--- config.mk ---
export PLATFORM = sky130hd
export DESIGN_NAME = rram_adc_readout_seq
export DESIGN_NICKNAME = d
export VERILOG_FILES = /design/src/rtl/rram_adc_readout_seq.sv
export SDC_FILE = /design/constraint.sdc
export NUM_CORES = 2
export LEC_CHECK = 0
export CORE_ASPECT_RATIO = 0.9
export CORE_UTILIZATION = 25
export DETAILED_ROUTE_END_ITERATION = 10
export GPL_TIMING_DRIVEN = 0
export PLACE_DENSITY = 0.53
export SLEW_MARGIN = 20
export SYNTH_ARGS = -nofsm -noshare
export SYNTH_HDL_FRONTEND = slang
export SYNTH_SLANG_ARGS = --single-unit
export TNS_END_PERCENT = 100
--- constraint.sdc ---
create_clock -name CLK -period 4.95 [get_ports CLK]
set_clock_uncertainty 0.2 [all_clocks]
set_input_delay 0.99 -clock CLK [delete_from_list [all_inputs] [get_ports CLK]]
set_output_delay 0.99 -clock CLK [all_outputs]
set_load 0.1 [all_outputs]
--- src/rtl/rram_adc_readout_seq.sv ---
// RRAM column readout sequencer: steps the SL mux, strobes the lane ADCs, accumulates counts, drains them to a FIFO.
// Define ADC_BUBBLE_CORRECT_EN to majority-filter thermometer codes before counting; default is a plain popcount.
module rram_adc_readout_seq #(
    parameter int NUM_ADC         = 32,
    parameter int ADC_WIDTH_THERM = 15,
    parameter int MUX_RATIO       = 16,
    parameter int ACC_WIDTH       = 16,
    parameter int DATAOUT_WIDTH   = 64,
    parameter int SETTLE_CYCLES   = 2
) (
    input  logic                                 CLK,
    input  logic                                 reset,
    input  logic                                 start,
    input  logic                                 abort,
    input  logic                                 acc_mode,
    input  logic [$clog2(MUX_RATIO):0]           num_steps,
    output logic [$clog2(MUX_RATIO)-1:0]         SL_MUX_SEL,
    output logic                                 ADC_CLK,
    output logic                                 ADC_CLKb,
    input  logic [NUM_ADC*ADC_WIDTH_THERM-1:0]   ADCOUT_THERM,
    output logic                                 push_n_oFIFO,
    input  logic                                 full_oFIFO,
    output logic [DATAOUT_WIDTH-1:0]             din_oFIFO,
    output logic                                 busy,
    output logic                                 done
);

    localparam int SEL_W  = $clog2(MUX_RATIO);
    localparam int STEP_W = SEL_W + 1;
    localparam int CNT_W  = $clog2(ADC_WIDTH_THERM + 1);
    localparam int NWORDS = NUM_ADC * ACC_WIDTH / DATAOUT_WIDTH;
    localparam int WORD_W = (NWORDS > 1) ? $clog2(NWORDS) : 1;
    localparam int SET_W  = (SETTLE_CYCLES > 1) ? $clog2(SETTLE_CYCLES) : 1;

    typedef enum logic [2:0] {IDLE, SETTLE, EVAL, CAPTURE, DRAIN} state_t;

    state_t                                  state, state_next;
    logic [NUM_ADC-1:0][ACC_WIDTH-1:0]       acc, acc_sum;
    logic [NWORDS-1:0][DATAOUT_WIDTH-1:0]    acc_words;
    logic [SEL_W-1:0]                        sel;
    logic [STEP_W-1:0]                       steps_lat, steps_clamped;
    logic                                    mode_lat;
    logic [SET_W-1:0]                        settle_cnt;
    logic [WORD_W-1:0]                       word_idx;
    logic                                    last_step, last_word, settle_done, drain_push;

    function automatic logic [CNT_W-1:0] therm_count(input logic [ADC_WIDTH_THERM-1:0] t);
        logic [CNT_W-1:0] c;
`ifdef ADC_BUBBLE_CORRECT_EN
        logic [ADC_WIDTH_THERM+1:0] ext;
        // Out-of-range neighbours: below bit 0 reads as 1, above the MSB reads as 0.
        ext = {1'b0, t, 1'b1};
        c   = '0;
        for (int j = 0; j < ADC_WIDTH_THERM; j++)
            c += CNT_W'((ext[j] & ext[j+1]) | (ext[j] & ext[j+2]) | (ext[j+1] & ext[j+2]));
`else
        c = '0;
        for (int j = 0; j < ADC_WIDTH_THERM; j++)
            c += CNT_W'(t[j]);
`endif
        return c;
    endfunction

    // NOTE: every variable written in always_comb gets a default first, so no path can infer a latch.
    always_comb begin
        steps_clamped = num_steps;
        if (num_steps == '0)
            steps_clamped = STEP_W'(1);
        else if (num_steps > STEP_W'(MUX_RATIO))
            steps_clamped = STEP_W'(MUX_RATIO);
    end

    always_comb begin : lane_add
        logic [ACC_WIDTH:0] sum;
        acc_sum = '0;
        for (int i = 0; i < NUM_ADC; i++) begin
            sum = {1'b0, acc[i]}
                + (ACC_WIDTH+1)'(therm_count(ADCOUT_THERM[i*ADC_WIDTH_THERM +: ADC_WIDTH_THERM]));
            acc_sum[i] = sum[ACC_WIDTH] ? {ACC_WIDTH{1'b1}} : sum[ACC_WIDTH-1:0];
        end
    end

    assign acc_words   = acc;
    assign last_step   = (STEP_W'(sel) + STEP_W'(1)) == steps_lat;
    assign last_word   = word_idx == WORD_W'(NWORDS - 1);
    assign settle_done = settle_cnt == SET_W'(SETTLE_CYCLES - 1);
    assign drain_push  = (state == DRAIN) && !full_oFIFO && !abort;

    // NOTE: sequential state uses non-blocking assignments so every register samples pre-edge values.
    always_ff @(posedge CLK or negedge reset) begin
        if (!reset) state <= IDLE;
        else        state <= state_next;
    end

    always_comb begin
        state_next = state;
        if (abort) begin
            state_next = IDLE;
        end else begin
            case (state)
                IDLE:    if (start) state_next = SETTLE;
                SETTLE:  if (settle_done) state_next = EVAL;
                EVAL:    state_next = CAPTURE;
                CAPTURE: state_next = (mode_lat && !last_step) ? SETTLE : DRAIN;
                DRAIN:   if (drain_push && last_word) state_next = last_step ? IDLE : SETTLE;
                default: state_next = IDLE;
            endcase
        end
    end

    always_comb begin
        ADC_CLK      = (state == EVAL);
        ADC_CLKb     = !ADC_CLK;
        push_n_oFIFO = !drain_push;
        busy         = (state != IDLE);
        din_oFIFO    = acc_words[word_idx];
    end

    assign SL_MUX_SEL = sel;

    // NOTE: the accumulators are plain flops, not a RAM, so they take the async reset like the rest of the state.
    always_ff @(posedge CLK or negedge reset) begin
        if (!reset) begin
            acc        <= '0;
            sel        <= '0;
            steps_lat  <= STEP_W'(1);
            mode_lat   <= 1'b0;
            settle_cnt <= '0;
            word_idx   <= '0;
            done       <= 1'b0;
        end else begin
            done <= 1'b0;
            if (!abort) begin
                case (state)
                    IDLE: if (start) begin
                        mode_lat   <= acc_mode;
                        steps_lat  <= steps_clamped;
                        acc        <= '0;
                        sel        <= '0;
                        settle_cnt <= '0;
                        word_idx   <= '0;
                    end
                    SETTLE: settle_cnt <= settle_cnt + SET_W'(1);
                    CAPTURE: begin
                        acc <= acc_sum;
                        if (mode_lat && !last_step) begin
                            sel        <= sel + SEL_W'(1);
                            settle_cnt <= '0;
                        end else begin
                            word_idx <= '0;
                        end
                    end
                    DRAIN: if (drain_push) begin
                        if (!last_word) begin
                            word_idx <= word_idx + WORD_W'(1);
                        end else if (last_step) begin
                            done <= 1'b1;
                        end else begin
                            // Per-step mode: next column starts from empty accumulators.
                            acc        <= '0;
                            sel        <= sel + SEL_W'(1);
                            settle_cnt <= '0;
                            word_idx   <= '0;
                        end
                    end
                    default: ;
                endcase
            end
        end
    end

endmodule
Word level (Yosys, flattened, before mapping)
Index checks and enable logic that the tools add are counted.
Word-level totals
  register bits: 530
  output and inout bits: 73
  word-level logic and storage cells: 633
Operators by class
  $add $sub $neg: 484
  $lt $le $gt $ge: 2
  equality and inequality tests: 16
  multiplexer cells: 71
  bitwise logic cells: 1
  reduce and logical (&&, ||, !) cells: 20
Operators by type and width (number)
  512-bit 2-to-1 mux: 4
  512-bit case mux with 3 select lines: 1
  4-bit by 1-bit adder with 4-bit output: 352
  16-bit by 4-bit adder with 17-bit output: 32
  16-bit 2-to-1 mux: 32
  64-bit binary-select mux with 3-bit select: 1
  3-bit by 1-bit adder with 4-bit output: 32
  2-bit by 1-bit adder with 3-bit output: 32
  1-bit by 1-bit adder with 2-bit output: 32
  64-bit 2-to-1 mux: 1
  3-bit 2-to-1 mux: 10
  4-bit 2-to-1 mux: 5
  3-bit case mux with 5 select lines: 1
  7-bit AND reduction: 2
  2-bit inequality test, second input constant: 6
  4-bit case mux with 3 select lines: 1
  6-bit AND reduction: 2
  1-bit 2-to-1 mux: 11
  5-bit 2-to-1 mux: 2
  3-bit inequality test, second input constant: 3
  3-bit case mux with 3 select lines: 1
  3-bit by 2-bit == test with 1-bit output, second input constant: 2
  3-bit == test, second input constant: 2
  3-bit AND reduction: 2
  17 further kinds: 25

Depth between registers and ports, before layout
  depth after elaboration: 17
  gate-level depth with buffers: 17

Worst setup path after synthesis
No wires, ideal clock.
  path kind: input -> register
  from: in ADCOUT_THERM[90]
  to: reg acc[109] (netlist bit)
  setup time: 0.131 ns
  arrival: 5.109 ns
  setup slack: -0.491 ns
  stages: 15
  buffers on the path: 1
  cell sequence: fa_1 -> inv_1 -> fa_1 -> fa_1 -> fa_1 -> inv_1 -> ha_1 -> fa_1 -> a21o_1 -> a21oi_1 -> o21ai_1 -> and3_1 -> clkbuf_1 -> a22o_1 -> or3b_1
On the way
  longest elaborated chain between the ends: 17
RTL lines
  from (decl): RTL line 20  | input logic [NUM_ADC*ADC_WIDTH_THERM-1:0] ADCOUT_THERM,
  1-bit by 1-bit adder with 2-bit output: RTL line 59  | c += CNT_W'(t[j]);
  2-bit by 1-bit adder with 3-bit output: RTL line 59
  3-bit by 1-bit adder with 4-bit output: RTL line 59
  4-bit by 1-bit adder with 4-bit output (11 in series): RTL line 59
  16-bit by 4-bit adder with 17-bit output: RTL line 78  | + (ACC_WIDTH+1)'(therm_count(ADCOUT_THERM[i*ADC_WIDTH_THERM +: ADC_WIDTH_THERM]));
  16-bit 2-to-1 mux: RTL line 79  | acc_sum[i] = sum[ACC_WIDTH] ? {ACC_WIDTH{1'b1}} : sum[ACC_WIDTH-1:0];
  512-bit case mux with 3 select lines: RTL line 134  | case (state)
  to (signal assigned): RTL line 145  | acc <= acc_sum;
  to (decl): RTL line 38  | logic [NUM_ADC-1:0][ACC_WIDTH-1:0] acc, acc_sum;
No other way between the ends.
A chain may end at the register's enable or synchronous reset.

Worst setup path in the final report
  from: reg word_idx[1]
  to: out din_oFIFO[35]
On the way
  longest elaborated chain between the ends: 2
RTL lines
  from (decl): RTL line 44  | logic [WORD_W-1:0] word_idx;
  from (signal assigned): RTL line 155  | word_idx <= word_idx + WORD_W'(1);
  64-bit binary-select mux with 3-bit select: RTL line 116  | din_oFIFO = acc_words[word_idx];
  64-bit 2-to-1 mux (not written as such): RTL line 116
  to (decl): RTL line 23  | output logic [DATAOUT_WIDTH-1:0] din_oFIFO,
No other way between the ends. The select of a mux whose other input is x is not followed.

==> out/qor.yml <==
cts_tree: "yes"
ys.flop_type: "dfrtp_1"
dr_total_vias: 45700
avgSynthCellArea_um2: 9.15
clkTransAtPathRegs_ns: 0.06
totalWireLength_um: 225000
hp-class: "primary input to async pin"
power_density_nw_per_um2: 327
routedWlPerCell_um: 26.1
synth_xor_area_share_pct: 1.84
first_pass_iters: 10
clock-sinks: 530
drt_iter0_drc: 5085
slew-limit-headroom_pct: 14.2
worst_pin_slew_ns: 1.29
synth.area.mux_share_pct: 7.66
synth.most_common_cell: "inv_1"
setup_tns_ns: -0.0414
critPathMaxStageDelay_ns: 0.63
grt_use_total_pct: 22.6
clockBufferDepth: 3
grt-ovfl-total: 0
cts_root_buf: "clkbuf_16"
synthArstFlopShare_pct: 100
die_x_um: 464
cts_buffers: 72
clock_latency_ns: 0.71
cp_top_family: "buffers and inverters"
yosysTopAreaCell: "dfrtp_1"
synth_area_um2: 48000
path_buf_inv: 3
yosysSeqAreaShare_pct: 27.6
setup-violations-final: 3
end_kind: "primary output"
placed_cell_area_um2: 57700
yosys-top-cells-area: "dfrtp_1 28%, fa_1 15%, ha_1 7.6%"
routabilityCongestion: 0.993
dpl.hpwl_um: 171000
violations: "DRC, setup timing"
postLayoutCellArea_um2: 62600
cp.arrival_ns: 3.78
crit_chain: "clkbuf_2 > clkbuf_1 > mux4_2 > mux2_2 > clkdlybuf4s15_2"
avgViaCountPerCell: 5.31
initial_utilization_pct: 25.2
multi_input_area_um2: 32200
synth_compound_area_share_pct: 19.8
die_area_um2: 194000
drc_errors: 120
ant_nets: 0
drive_gt1_share_pct: 15.3
p_total_uw: 20500
yosys_warnings: 0
fmax_mhz: 201
path_class: "register to primary output"
grt_max_degree: 80
ys_seq_elements: 530
required_ns: 3.76
slew_viol_final: 0
worst_path_max_delay_cell: "dfrtp_1"
stdcell_count: 8602
leakagePower_uw: 0.0292
yosys.area_share.simple_pct: 12.0
peakVddDrop_mv: 0.373
ios: 564
holdBufCountCts: 0
grt_pass1_vias: 44200
worstSetupStartpointType: "register"
synth_cell_type_count: 75
antenna_found_initial: 31
cp_max_fo: 10
synth_edf_count: 0
period_share_pct: 100
htreeDepth: 3
nNetsFinal: 7124
die_y_um: 418
dpl.cell_count: 8365
core_um2: 191000
run_status: "finished, violations left"
synth_nets: 6384
fin_ws_ns: -0.0191
rsz0062_at_grt: "yes"
postSynthCellCount: 5250
hold_slack_ns: 0.0142
drv_cap: 0
hold_viol: 0
grt_pass1_wl_um: 317000
final-seq-area_um2: 13300
area_growth_pct: 30.3
period_needed_ns: 4.97
rows: 152
yosysTopAreaCellShare_pct: 27.6
synthAdderAreaFrac_pct: 22.2
io_buffers: 562
synth_top_family_by_area: "adder cells"
n_fill_cell: 19700
synthTopCellsByCount: "865 x inv_1, 529 x dfrtp_1, 511 x nand2_1"
==> flip-flops by register name, summed over array words and instances, names as in the netlist <==
name        count
SL_MUX_SEL      4
acc           512
done            1
mode_lat        1
settle_cnt      1
state           3
steps_lat       5
word_idx        3
==> kinds of logic after synthesis <==
| kind of cell | Yosys count |
|---|---|
| compound gates | 1453 |
| xor+xnor | 101 |
| fa+ha+maj | 643 |
| buf+inv | 1110 |
| flops | 530 |
| mux | 199 |
| simple gates | 1214 |
==> final timing paths <==
kind | from | endpoint | slack [ns] | cells past startpoint
worst max-delay path | word_idx[1] | din_oFIFO[35] | -0.02 | 5
worst min-delay path | reset | acc[146] | 0.01 | 1
worst max register to register | state[0] | acc[278] | 0.14 | 7
worst min register to register | steps_lat[0] | steps_lat[0] | 0.28 | 2
max in group asynchronous | reset | acc[304] | 2.50 | 5
min in group CLK | steps_lat[0] | steps_lat[0] | 0.28 | 2
==> cell type report <==
cell class              count  share of cell area [%]
multi-input cells        3611                    51.4
flip-flops and latches    530                    21.2
repair buffers            684                    11.3
inverters                 865                    5.19
well taps                2541                    5.08
clock buffers             106                    3.34
plain buffers             226                    1.84
clock inverters            23                   0.514
diodes                     16                  0.0640
==> placed cells by master (no fill, tap or decap), types with 52 or more instances in the layout <==
| master | instances |
|---|---|
| nor3_1 | 52 |
| nand2_1 | 508 |
| mux2_2 | 71 |
| o21ai_0 | 380 |
| nor2_1 | 162 |
| clkdlybuf4s50_1 | 424 |
| inv_1 | 831 |
| dfrtp_1 | 529 |
| ha_1 | 270 |
| o211ai_1 | 70 |
| o21ai_1 | 66 |
| nand4_1 | 91 |
| clkbuf_16 | 73 |
| buf_4 | 100 |
| fa_1 | 316 |
| dlymetal6s2s_1 | 66 |
| clkbuf_1 | 91 |
| nand3_1 | 127 |
| mux4_2 | 128 |
| a21o_1 | 168 |
| clkbuf_2 | 70 |
| a21oi_1 | 207 |
| a31oi_1 | 56 |
| a22o_1 | 98 |
| clkdlybuf4s15_2 | 58 |
| xnor2_1 | 61 |
| buf_2 | 60 |
==> power breakdown <==
part	switching (µW)	leakage [µW]	internal [µW]
registers	195	0.00739	4470
clock network	2430	0.00118	3170
logic	6040	0.0207	4160
==> stage by stage <==
step	utilization, %	worst slack [ns]
floorplan	-	-0.238
global placement	30.1	-25.05
detailed placement	30.3	-1.17
CTS	32.0	0.000528
global route	32.8	-0.0592
finish	32.8	-0.0191
==> layer usage <==
metal / GRT usage, % / vias to the layer above / wire (µm)
met1: 29.7 / 22900 / 90900
li1: - / 19900 / -
met3: 6.02 / 478 / 23400
met5: 0 / - / 102
met2: 34.1 / 2415 / 97700
met4: 11.1 / 16 / 12700
==> what timing repair did <==
action / CTS / global route
setup endpoints to repair: 379 / 415
cloned: 3 / 4
setup buffers: 38 / 65
resized for setup: 320 / 313
pin swaps: 60 / 215
Power figures use the tool's default switching activity.
